$ cat src/rtl/cla_pkg.sv
// Shared sizing helpers and the default stage-register layout for the
// pipelined carry-lookahead adder/subtractor.
package cla_pkg;

    localparam int DEF_WIDTH = 16;
    localparam int DEF_GROUP = 4;

    function automatic int calc_ng(input int w, input int g);
        return (g > 0) ? (w / g) : 0;
    endfunction

    function automatic bit width_ok(input int w, input int g);
        return (g > 0) && (w >= g) && ((w % g) == 0);
    endfunction

    localparam int DEF_NG = calc_ng(DEF_WIDTH, DEF_GROUP);

    // One pipeline stage at the default width: sum bits resolved so far,
    // group carry-out, operands still to be consumed, and MSB carry-in.
    typedef struct packed {
        logic                 valid;
        logic [DEF_WIDTH-1:0] sum;
        logic                 cout;
        logic [DEF_WIDTH-1:0] x;
        logic [DEF_WIDTH-1:0] y;
        logic                 cmsb;
    } stage_t;

endpackage

$ cat src/rtl/cla_group.sv
// Combinational GROUP-bit carry-lookahead slice: every carry is formed
// directly from generate/propagate terms and the group carry-in.
module cla_group #(
    parameter int GROUP = 4
) (
    input  logic [GROUP-1:0] i_x,
    input  logic [GROUP-1:0] i_y,
    input  logic             i_cin,
    output logic [GROUP-1:0] o_sum,
    output logic             o_cout,
    output logic             o_cmsb
);

    logic [GROUP-1:0] w_g;
    logic [GROUP-1:0] w_p;
    logic [GROUP:0]   w_c;
    logic             w_term;
    logic             w_acc;

    assign w_g = i_x & i_y;
    assign w_p = i_x ^ i_y;

    // c[i] = cin&p[0..i-1]  |  OR over j<i of g[j]&p[j+1..i-1]
    always_comb begin
        w_c    = '0;
        w_term = 1'b0;
        w_acc  = 1'b0;
        for (int i = 0; i <= GROUP; i++) begin
            w_acc = i_cin;
            for (int j = 0; j < i; j++) begin
                w_acc = w_acc & w_p[j];
            end
            for (int j = 0; j < i; j++) begin
                w_term = w_g[j];
                for (int m = j + 1; m < i; m++) begin
                    w_term = w_term & w_p[m];
                end
                w_acc = w_acc | w_term;
            end
            w_c[i] = w_acc;
        end
    end

    assign o_sum  = w_p ^ w_c[GROUP-1:0];
    assign o_cout = w_c[GROUP];
    assign o_cmsb = w_c[GROUP-1];

endmodule

$ cat src/rtl/cla_pipe.sv
// Pipelined adder/subtractor: one lookahead group resolved per stage, all
// stages advance together under a single enable driven by the output side.
module cla_pipe
    import cla_pkg::*;
#(
    parameter int WIDTH = DEF_WIDTH,
    parameter int GROUP = DEF_GROUP
) (
    input  logic             clk,
    input  logic             rst,
    input  logic             in_valid,
    output logic             in_ready,
    input  logic [WIDTH-1:0] in_x,
    input  logic [WIDTH-1:0] in_y,
    input  logic             in_cin,
    input  logic             in_sub,
    output logic             out_valid,
    input  logic             out_ready,
    output logic [WIDTH-1:0] out_sum,
    output logic             out_cout,
    output logic             out_ovf
);

    localparam int NG = calc_ng(WIDTH, GROUP);

    if (!width_ok(WIDTH, GROUP)) begin : g_bad_width
        $error("cla_pipe: WIDTH must be a non-zero multiple of GROUP");
    end

    // Handshake: a beat moves on a rising edge when valid && ready. The
    // whole pipe advances when the output slot is empty or being taken.
    logic w_en;
    assign w_en     = !out_valid || out_ready;
    assign in_ready = w_en;

    // Bubbles enter as zeros so idle stages carry a clean zero result.
    logic [WIDTH-1:0] w_x0;
    logic [WIDTH-1:0] w_y0;
    logic             w_c0;
    assign w_x0 = in_valid ? in_x : '0;
    assign w_y0 = in_valid ? (in_sub ? ~in_y : in_y) : '0;
    assign w_c0 = in_valid & (in_sub | in_cin);

    logic             r_valid [NG];
    logic [WIDTH-1:0] r_sum   [NG];
    logic             r_cout  [NG];
    logic [WIDTH-1:0] r_x     [NG];
    logic [WIDTH-1:0] r_y     [NG];
    logic             r_ovf;

    logic             w_v_src    [NG];
    logic [WIDTH-1:0] w_x_src    [NG];
    logic [WIDTH-1:0] w_y_src    [NG];
    logic             w_c_src    [NG];
    logic [WIDTH-1:0] w_sum_prev [NG];
    logic [WIDTH-1:0] w_sum_nxt  [NG];
    logic [GROUP-1:0] w_gsum     [NG];
    logic             w_gcout    [NG];
    logic             w_gcmsb    [NG];
    logic [NG-1:0]    w_unused_bits;
    logic             w_unused;

    for (genvar k = 0; k < NG; k++) begin : g_stage
        if (k == 0) begin : g_first
            assign w_v_src[k]    = in_valid;
            assign w_x_src[k]    = w_x0;
            assign w_y_src[k]    = w_y0;
            assign w_c_src[k]    = w_c0;
            assign w_sum_prev[k] = '0;
        end else begin : g_next
            assign w_v_src[k]    = r_valid[k-1];
            assign w_x_src[k]    = r_x[k-1];
            assign w_y_src[k]    = r_y[k-1];
            assign w_c_src[k]    = r_cout[k-1];
            assign w_sum_prev[k] = r_sum[k-1];
        end

        cla_group #(.GROUP(GROUP)) u_group (
            .i_x    (w_x_src[k][k*GROUP +: GROUP]),
            .i_y    (w_y_src[k][k*GROUP +: GROUP]),
            .i_cin  (w_c_src[k]),
            .o_sum  (w_gsum[k]),
            .o_cout (w_gcout[k]),
            .o_cmsb (w_gcmsb[k])
        );

        assign w_sum_nxt[k]     = w_sum_prev[k] | (WIDTH'(w_gsum[k]) << (k*GROUP));
        assign w_unused_bits[k] = ^{r_x[k], r_y[k], w_gcmsb[k]};
    end

    assign w_unused = ^w_unused_bits;

    always_ff @(posedge clk) begin
        if (rst) begin
            for (int k = 0; k < NG; k++) begin
                r_valid[k] <= 1'b0;
                r_sum[k]   <= '0;
                r_cout[k]  <= 1'b0;
                r_x[k]     <= '0;
                r_y[k]     <= '0;
            end
            r_ovf <= 1'b0;
        end else if (w_en) begin
            for (int k = 0; k < NG; k++) begin
                r_valid[k] <= w_v_src[k];
                r_sum[k]   <= w_sum_nxt[k];
                r_cout[k]  <= w_gcout[k];
                r_x[k]     <= w_x_src[k];
                r_y[k]     <= w_y_src[k];
            end
            r_ovf <= w_gcmsb[NG-1] ^ w_gcout[NG-1];
        end
    end

    assign out_valid = r_valid[NG-1];
    assign out_sum   = r_sum[NG-1];
    assign out_cout  = r_cout[NG-1];
    assign out_ovf   = r_ovf;

endmodule

$ cat config.mk
export PLATFORM = sky130hd
export DESIGN_NAME = cla_pipe
export DESIGN_NICKNAME = d
export VERILOG_FILES = /design/src/rtl/cla_pkg.sv /design/src/rtl/cla_group.sv /design/src/rtl/cla_pipe.sv
export SDC_FILE = /design/constraint.sdc
export NUM_CORES = 1
export LEC_CHECK = 0
export ABC_AREA = 0
export CAP_MARGIN = 20
export CORE_ASPECT_RATIO = 0.9
export CORE_MARGIN = 4
export CORE_UTILIZATION = 45
export DETAILED_ROUTE_END_ITERATION = 8
export PLACE_DENSITY = 0.67
export SYNTH_ARGS = -nofsm -noshare
export SYNTH_HDL_FRONTEND = slang
export SYNTH_SLANG_ARGS = --single-unit
$ cat constraint.sdc
create_clock -name clk -period 4 [get_ports clk]
set_input_delay 0.8 -clock clk [delete_from_list [all_inputs] [get_ports clk]]
set_output_delay 0.8 -clock clk [all_outputs]
set_load 0.02 [all_outputs]
# After elaboration in Yosys (flattened, before gate mapping)
# Memory sizes are Yosys's and may differ from the RTL's.
# Index checks and enable logic that the tools add are counted.
[classes]
muxes = 28
bitwise_logic = 119
n_reduce_logical = 2
[op_table]
columns = ["op", "n"]
rows = [
  ["16-bit 2-to-1 mux", 15],
  ["1-bit OR", 61],
  ["1-bit bitwise AND", 41],
  ["4-bit bitwise XOR", 8],
  ["4-bit bitwise AND", 4],
  ["16-bit inverter", 1],
  ["16-bit by 12-bit OR with 16-bit output", 1],
  ["16-bit OR", 1],
  ["16-bit by 8-bit OR with 16-bit output", 1],
  ["1-bit 2-to-1 mux", 13],
  ["1-bit zero test", 1],
  ["1-bit logical OR", 1],
  ["1-bit bitwise XOR", 1],
]
[word_totals]
regBits = 1
mem_bits_rw = 200
in_bits = 38
output_inout_bits = 20
wordCells = 155
n_memories = 5
[mem_list]
columns = ["name", "words", "word_bits", "rd", "rd_clocked_by_memory_dff", "write_ports", "line_no", "source"]
rows = [
  ["r_sum", 4, 16, 4, 0, 4, "cla_pipe.sv:45", "logic [WIDTH-1:0] r_sum [NG];"],
  ["r_x", 4, 16, 3, 0, 4, "cla_pipe.sv:47", "logic [WIDTH-1:0] r_x [NG];"],
  ["r_y", 4, 16, 3, 0, 4, "cla_pipe.sv:48", "logic [WIDTH-1:0] r_y [NG];"],
  ["r_cout", 4, 1, 4, 0, 4, "cla_pipe.sv:46", "logic r_cout [NG];"],
  ["r_valid", 4, 1, 4, 0, 4, "cla_pipe.sv:44", "logic r_valid [NG];"],
]

# Depth between registers and ports, before layout
# Gate-level depths: netlist of the first run.
[depth]
word_depth = 13
depth_mapped = 8
mapped_depth_nobuf = 7

# Modules after synthesis
# Synthesis of the first run repeated with hierarchy kept, for this count alone.
[unflattened]
hier_cells = 309
hier_area_um2 = 4798.4
[modules_own_cells]
columns = ["module", "n_inst", "cells_per_inst", "area_per_inst_um2", "seq_area_each_um2"]
rows = [
  ["cla_pipe", 1, 249, 4164.0, 2902.8],
  ["cla_group at g_stage[0].u_group ...", 3, 15, 162.7, 0.0],
  ["cla_group at g_stage[3].u_group", 1, 15, 146.4, 0.0],
]

# Least setup slack after synthesis of the first run
# Ideal clock, no wire load.
[synth_timing]
path_kind = "input -> register"
start = "input rst"
end = "memory r_cout[0] (enable)"
t_arrival_ns = 2.676
setup_slack_ns = 0.417
cell_stages = 3
n_path_buf = 1
path_cell_list = "inv_2 -> clkbuf_1 -> nand2_1"
[synth_rtl]
columns = ["item", "line_no", "source"]
rows = [
  ["start: declaration", "cla_pipe.sv:10", "input logic rst,"],
  ["end: declaration", "cla_pipe.sv:46", ""],
]

# Final worst setup path of the first run
[layout_timing]
start = "input out_ready"
end = "output in_ready"
[layout_via]
elab_chain_cells = 1
[layout_rtl]
columns = ["item", "line_no", "source"]
rows = [
  ["start: declaration", "cla_pipe.sv:18", "input logic out_ready,"],
  ["1-bit logical OR", "cla_pipe.sv:33", "assign w_en = !out_valid || out_ready;"],
  ["end: declaration", "cla_pipe.sv:12", "output logic in_ready,"],
]
# No other way between the ends.

==> flow_metrics.tcl, run 1 <==
set metrics [dict create \
    first_global_vias 2471 \
    hold-path-endpoint "out_ovf$_SDFFE_PP0N_" \
    yosysSeqAreaShare 0.660 \
    placedInstanceArea_sq_mm 0.00509 \
    cts.htree.levels 3 \
    routed_via_density 5.13 \
    synthAdderAreaFrac 0.0751 \
    worstMarginPinSlew_ps 546 \
    fraction_of_synthesized_cell_area_taken_by_the_top_area_cell_type 0.655 \
    yosys-mux-area-fraction 0.00768 \
    io_buffer_count 57 \
    routed_wire_length_per_instance_microns 15.0 \
    global_route.usage.met1 0.180 \
    clk_pin_slew_worst_paths_ps 90 \
    syn-cell-area_sq_mm 0.00440 \
    p_leak_nw 2.39 \
    setup.worst_path.start_class "input port" \
    synth_enable_flop_cells 96 \
    clock-root-buffer "sky130_fd_sc_hd__clkbuf_8" \
    row_count 33 \
    yosys.area_share.simple 0.155 \
    cts_hold_repair.buffers 0 \
    final_nets 420 \
    worstPathMaxFanout 6 \
    yosysTopAreaCell "sky130_fd_sc_hd__edfxtp_1" \
    worstSetupEndpointType "output port" \
    timing.reg2reg.worst_path_depth 6 \
    initialDrtViolationCount 188 \
    regToRegEndpoint "r_x[0][9]$_SDFFCE_PN0P_" \
    detailed_route_via_count 2488 \
    finalMaxSlewViolations 0 \
    synthXorXnorAreaFrac 0.0398 \
    async_reset_ff_frac 0 \
    top_ports 58 \
    syn_inst 301 \
    synthTopCellsByCount "96 x sky130_fd_sc_hd__edfxtp_1, 58 x sky130_fd_sc_hd__and3_1, 20 x sky130_fd_sc_hd__and2_1, 20 x sky130_fd_sc_hd__ha_1, 18 x sky130_fd_sc_hd__nor2_1" \
    ff2ff_setup_slack_ps 1900 \
    hold_path_depth 2 \
    cts.path.max_buffers 2 \
    fmax_mhz 340 \
    irDropWorstVdd_uv 159 \
    clkLatencyLatePin_ps 350 \
    grt_pass1_wl_mm 12.1 \
    r2r-start "r_valid[3]$_DFFE_PP_" \
    post_cts_resized 0 \
    cts_sinks 97 \
    post-route-worst-setup-slack_ps 1060 \
    final_weighted_congestion_in_routability_driven_placement 0.741 \
    critical_path_arrival_ps 2140 \
    dieHeight_microns 102 \
    initial_utilization 0.471 \
    drt_drc_violations_left 0 \
    grtUsageMet3 0.0305 \
    fillers 793 \
    unrepaired_setup_endpoints_after_global_routing "false" \
    hp-start "out_ovf$_SDFFE_PP0N_" \
    post-route-period-util 0.736 \
    antenna_found_initial 0 \
    synth.lib_cells_used.distinct 32 \
    outcome "finished, final reports clean" \
    synth-compound-area-share 0.0390 \
    detail_route.first_pass.iterations 5 \
    n_antenna_cell 0 \
    max_cap_viol_count 0 \
    timing.clock.skew_ps 7.10 \
    area.growth.synth_to_final_pct 20.5 \
    syn-mean-instance-area_sq_um 14.6 \
    cts_tree "built" \
    power.density_cell_area_mw_per_mm2 385 \
    data_required_time_at_the_worst_endpoint_ps 3200 \
    combinational_family_with_the_most_area_after_synthesis "simple AND/OR/NAND/NOR gates" \
    post-cts-setup-buffers 0 \
    synth.net_count 363 \
    grt_max_degree 63 \
    yosys.cell_count.top_type "sky130_fd_sc_hd__edfxtp_1" \
    timing.final.crit_period_ps 2940 \
    final_design_area_no_fill_sq_mm 0.00530 \
    postLayoutCoreUtil 0.568 \
    ys_warnings 0 \
    grt-busiest-layer "met2" \
    timing.max_slew.rel_slack 0.636 \
    met2_usage_grt 0.225 \
    grt_use_total 0.135 \
    count_of_antenna_violating_nets_left_after_detailed_routing 0 \
    worst_hold_path_type "reg2reg" \
    die_width_microns 112 \
    yosys-top-cells-area "sky130_fd_sc_hd__edfxtp_1 66%, sky130_fd_sc_hd__and3_1 8.3%, sky130_fd_sc_hd__ha_1 5.7%" \
    ys_ff_latch 97 \
    core_region_area_sq_mm 0.00933 \
    drive_above_1_share 0.0854 \
    post-place-ws_ps 722 \
    setup_violation_total_in_the_final_timing_report 0 \
    detailed_place_hpwl_mm 4.75 \
    worst-setup-path-type "in2out" \
    wl_mm 7.30 \
    grt_remaining_overflow 0 \
    top_reg_cell_synth "sky130_fd_sc_hd__edfxtp_1" \
    timing.setup.tns_ps 0 \
    final-hold-violation-count 0 \
    number_of_clock_buffers_inserted_by_tritoncts 9 \
    die-area_sq_mm 0.0114 \
]
-- per-stage QoR --
| step | instances | power, W | hold WS, ps |
|---|---|---|---|
| detailed placement | 469 | 0.00140 | 533 |
| global route | 485 | 0.00213 | 568 |
| floorplan | 301 | 0.00131 | 528 |
| CTS | 485 | 0.00206 | 545 |
| finish | 485 | 0.00204 | 536 |
| global placement | 469 | 0.00139 | 522 |
-- sequential cells by signal (all words and copies together) (netlist names) --
signal   cells
r_y         24
out_ovf      1
r_x         24
r_cout       4
r_sum       40
r_valid      4
-- critical path: stages --
cell                              delay (ps)
sky130_fd_sc_hd__clkdlybuf4s50_1         440
sky130_fd_sc_hd__nor2b_4                 290
sky130_fd_sc_hd__inv_2                    60
sky130_fd_sc_hd__clkdlybuf4s50_1         540
-- routing by layer --
| metal | vias to the layer above | share of wire | wire (microns) |
|---|---|---|---|
| met1 | 1201 | 0.46 | 3330 |
| met4 | 0 | 0.0073 | 53 |
| met2 | 56 | 0.49 | 3590 |
| li1 | 1225 | - | - |
| met3 | 6 | 0.044 | 323 |
| met5 | - | 0 | 0 |
-- cell usage in the layout, fill, tap and decap left out, types with 2 or more instances in the layout --
cell                              Yosys  routed
sky130_fd_sc_hd__ha_1                20      20
sky130_fd_sc_hd__edfxtp_1            96      96
sky130_fd_sc_hd__and2_1              20      20
sky130_fd_sc_hd__clkdlybuf4s50_1      0      57
sky130_fd_sc_hd__clkbuf_8             0       9
sky130_fd_sc_hd__inv_2                3       3
sky130_fd_sc_hd__clkinv_2             0       3
sky130_fd_sc_hd__nor3_1              11      11
sky130_fd_sc_hd__a22o_1               3       3
sky130_fd_sc_hd__or2_1                3       3
sky130_fd_sc_hd__and3_1              58      58
sky130_fd_sc_hd__nor2_1              18      18
sky130_fd_sc_hd__buf_4                2       4
sky130_fd_sc_hd__bufinv_16            0       2
sky130_fd_sc_hd__mux2_2               3       3
sky130_fd_sc_hd__xnor2_1             16      16
sky130_fd_sc_hd__o22a_1               3       3
sky130_fd_sc_hd__fa_1                 4       4
sky130_fd_sc_hd__o21a_1              10      10
sky130_fd_sc_hd__xor2_1               4       4
-- how the worst max path moves through the flow --
| stage | endpoint | startpoint |
|---|---|---|
| 6_report | in_ready | out_ready |
| 5_1_grt | r_sum[0][3]$_SDFFCE_PN0P_ | in_sub |
| 4_1_cts | in_ready | out_ready |
| 3_5_place_dp | r_sum[0][3]$_SDFFCE_PN0P_ | in_sub |
| 3_3_place_gp | r_sum[0][3]$_SDFFCE_PN0P_ | in_sub |
| 2_1_floorplan | r_cout[0]$_SDFFCE_PN0P_ | rst |
-- cell families (layout without fill, tap and decap cells) --
family / count (synthesis) / in the layout
compound gates: 21 / 21
xor+xnor: 20 / 20
fa+ha+maj: 24 / 24
buf+inv: 19 / 81
flops: 97 / 97
mux: 3 / 3
simple gates: 117 / 117
-- power by group --
group / switching [W] / total (W) / internal, W
registers: 0.0000147 / 0.00118 / 0.00117
clock network: 0.000321 / 0.000670 / 0.000350
logic: 0.0000864 / 0.000187 / 0.000100
-- area by class of cell --
| cell class | instances | area (sq um) | share of cell area |
|---|---|---|---|
| sequential | 97 | 2900 | 0.548 |
| multi-input combinational | 185 | 1400 | 0.264 |
| timing repair buffer | 62 | 621 | 0.117 |
| tap | 122 | 153 | 0.0288 |
| clock buffer | 10 | 128 | 0.0241 |
| clock inverter | 6 | 82.6 | 0.0156 |
| inverter | 3 | 11.3 | 0.00213 |
Note: power is estimated with default switching activity, not from simulation.
==> run 2: changes to the inputs <==
==> constraint.sdc (replaced) <==
create_clock -name clk -period 2.9 [get_ports clk]
set_input_delay 0.58 -clock clk [delete_from_list [all_inputs] [get_ports clk]]
set_output_delay 0.58 -clock clk [all_outputs]
set_load 0.02 [all_outputs]
==> run 2 against run 1 <==
Design area grew 0.87%. First-iteration DRC count shrank 34%. Critical path depth grew 4. Worst hold slack gained 3.7 ps. Non-clock buffer count grew 8. Clock power grew 29%. Register-to-register slack lost 920 ps.
==> flow_metrics.tcl, run 2 (synthesis results as in run 1) <==
set metrics [dict create \
    outcome "finished, final reports clean" \
    internal-power_w 0.00216 \
    timing.reg2reg.worst_path_depth 5 \
    count_of_antenna_violating_nets_left_after_detailed_routing 0 \
    timing.final.crit_period_ps 2450 \
    first_global_vias 2504 \
    post-place-ws_ps 71.7 \
    worstSetupEndpointType "register" \
    die-area_sq_mm 0.0114 \
    power.share.combinational 0.096 \
    hold_path_depth 2 \
    multi_input_comb_area_sq_mm 0.00140 \
    initialDrtViolationCount 124 \
    power.clock.fraction 0.313 \
    top_ports 58 \
    worst-setup-path-type "in2reg" \
    grt_use_total 0.138 \
    row_count 33 \
    critical_path_arrival_ps 2570 \
    grt_max_degree 51 \
    cts_hold_repair.buffers 0 \
    final_weighted_congestion_in_routability_driven_placement 0.746 \
    layout_commonest_cell "sky130_fd_sc_hd__edfxtp_1" \
    worstMarginPinSlew_ps 480 \
    final_design_area_no_fill_sq_mm 0.00535 \
    clkLatencyLatePin_ps 360 \
    io_buffer_count 57 \
    worstPathMaxFanout 9 \
    register_containing_the_most_flip_flops_in_the_final_layout "r_sum" \
    post-cts-setup-buffers 0 \
    grt_pass1_wl_mm 12.2 \
    max_cap_viol_count 0 \
    largest_reg_flops 40 \
    post_cts_resized 0 \
    largest_registers "r_sum: 40 flops, r_x: 24 flops, r_y: 24 flops" \
    timing.max_slew.rel_slack 0.679 \
    layout.area.seq_sq_mm 0.00290 \
    setup_violation_total_in_the_final_timing_report 0 \
    placedInstanceArea_sq_mm 0.00515 \
    detail_route.first_pass.iterations 4 \
    hp-start "out_ovf$_SDFFE_PP0N_" \
    final_cell_mix "96 x sky130_fd_sc_hd__edfxtp_1, 58 x sky130_fd_sc_hd__and3_1, 57 x sky130_fd_sc_hd__clkdlybuf4s50_1, 20 x sky130_fd_sc_hd__and2_1, 20 x sky130_fd_sc_hd__ha_1" \
    grt_remaining_overflow 0 \
    ff2ff_setup_slack_ps 980 \
    cts_tree "built" \
    hold-path-endpoint "out_ovf$_SDFFE_PP0N_" \
    unrepaired_setup_endpoints_after_global_routing "false" \
    die_width_microns 112 \
    antenna_found_initial 0 \
    fillers 775 \
    share_seq_of_total_power 0.591 \
    final_nets 428 \
    cts.htree.levels 3 \
    initial_utilization 0.471 \
    routed_wire_length_per_instance_microns 15.3 \
    setup.worst_path.start_class "input port" \
    routed_via_density 5.14 \
    core_region_area_sq_mm 0.00933 \
    cts_sinks 97 \
    cts.path.max_buffers 2 \
    data_required_time_at_the_worst_endpoint_ps 3010 \
    power.density_cell_area_mw_per_mm2 517 \
    dieHeight_microns 102 \
    drive_above_1_share 0.105 \
    p_leak_nw 2.41 \
    clock-root-buffer "sky130_fd_sc_hd__clkbuf_8" \
    irDropWorstVdd_uv 209 \
    clk_pin_slew_worst_paths_ps 90 \
    r2r-start "r_y[0][24]$_SDFFCE_PN0P_" \
    n_antenna_cell 0 \
    drt_drc_violations_left 0 \
    timing.clock.skew_ps 8.26 \
    regToRegEndpoint "r_sum[2][11]$_SDFFCE_PN0P_" \
    timing.setup.tns_ps 0 \
    detailed_place_hpwl_mm 5.07 \
    finalMaxSlewViolations 0 \
    net_switching_component_of_the_power_w 0.000607 \
    detailed_route_via_count 2535 \
    final-hold-violation-count 0 \
    switching_share 0.220 \
    area.growth.synth_to_final_pct 21.5 \
    wl_mm 7.54 \
    number_of_clock_buffers_inserted_by_tritoncts 9 \
    fmax_mhz 407 \
    post-route-period-util 0.846 \
    worst_hold_path_type "reg2reg" \
    post-route-worst-setup-slack_ps 445 \
]
run 2: through the flow:
step,utilization,instances,hold slack [ps],total power [W]
2_1_floorplan,-,301,528,0.00181
3_3_place_gp,0.552,477,524,0.00193
3_5_place_dp,0.552,477,529,0.00193
4_1_cts,0.573,493,541,0.00278
5_1_grt,0.573,493,565,0.00288
6_report,0.573,493,539,0.00276
run 2: final cells by class:
| class | count | area share |
|---|---|---|
| Multi-Input combinational cell | 185 | 0.262 |
| Tap cell | 122 | 0.0286 |
| Sequential cell | 97 | 0.543 |
| Clock buffer | 10 | 0.0239 |
| Clock inverter | 6 | 0.0129 |
| Inverter | 3 | 0.00211 |
| Timing Repair Buffer | 70 | 0.127 |
run 2: worst max-delay path by stage:
stage                     slack [ps]    from                   endpoint
after floorplan                  480  in_sub  r_sum[0][3]$_SDFFCE_PN0P_
after global placement            90  in_sub  r_sum[0][3]$_SDFFCE_PN0P_
after detailed placement          70  in_sub  r_sum[0][3]$_SDFFCE_PN0P_
after CTS                        450  in_sub  r_sum[0][3]$_SDFFCE_PN0P_
after global routing             380  in_sub  r_sum[0][3]$_SDFFCE_PN0P_
final                            450  in_sub  r_sum[0][3]$_SDFFCE_PN0P_
run 2: critical path: stages:
cell and delay [ps]:
sky130_fd_sc_hd__clkdlybuf4s50_1 470, sky130_fd_sc_hd__buf_4 220, sky130_fd_sc_hd__xor2_1 160, sky130_fd_sc_hd__and2_1 160, sky130_fd_sc_hd__ha_1 300, sky130_fd_sc_hd__o21a_1 170
sky130_fd_sc_hd__o22a_1 180, sky130_fd_sc_hd__mux2_2 330
run 2: metal layers:
metal | share of wire | track usage | wire, microns | vias to the layer above
li1 | - | - | - | 1247
met1 | 0.46 | 0.185 | 3490 | 1227
met2 | 0.48 | 0.224 | 3610 | 51
met3 | 0.044 | 0.0281 | 335 | 10
met4 | 0.014 | 0.0582 | 104 | 0
met5 | 0 | 0 | 0 | -
run 2: power groups by stage:
stage / clock network, W / registers (W) / logic [W]
global placement: 0 / 0.00166 / 0.000262
detailed placement: 0 / 0.00167 / 0.000267
finish: 0.000864 / 0.00163 / 0.000265
CTS: 0.000879 / 0.00163 / 0.000268
floorplan: 0 / 0.00168 / 0.000136
global route: 0.000943 / 0.00164 / 0.000292
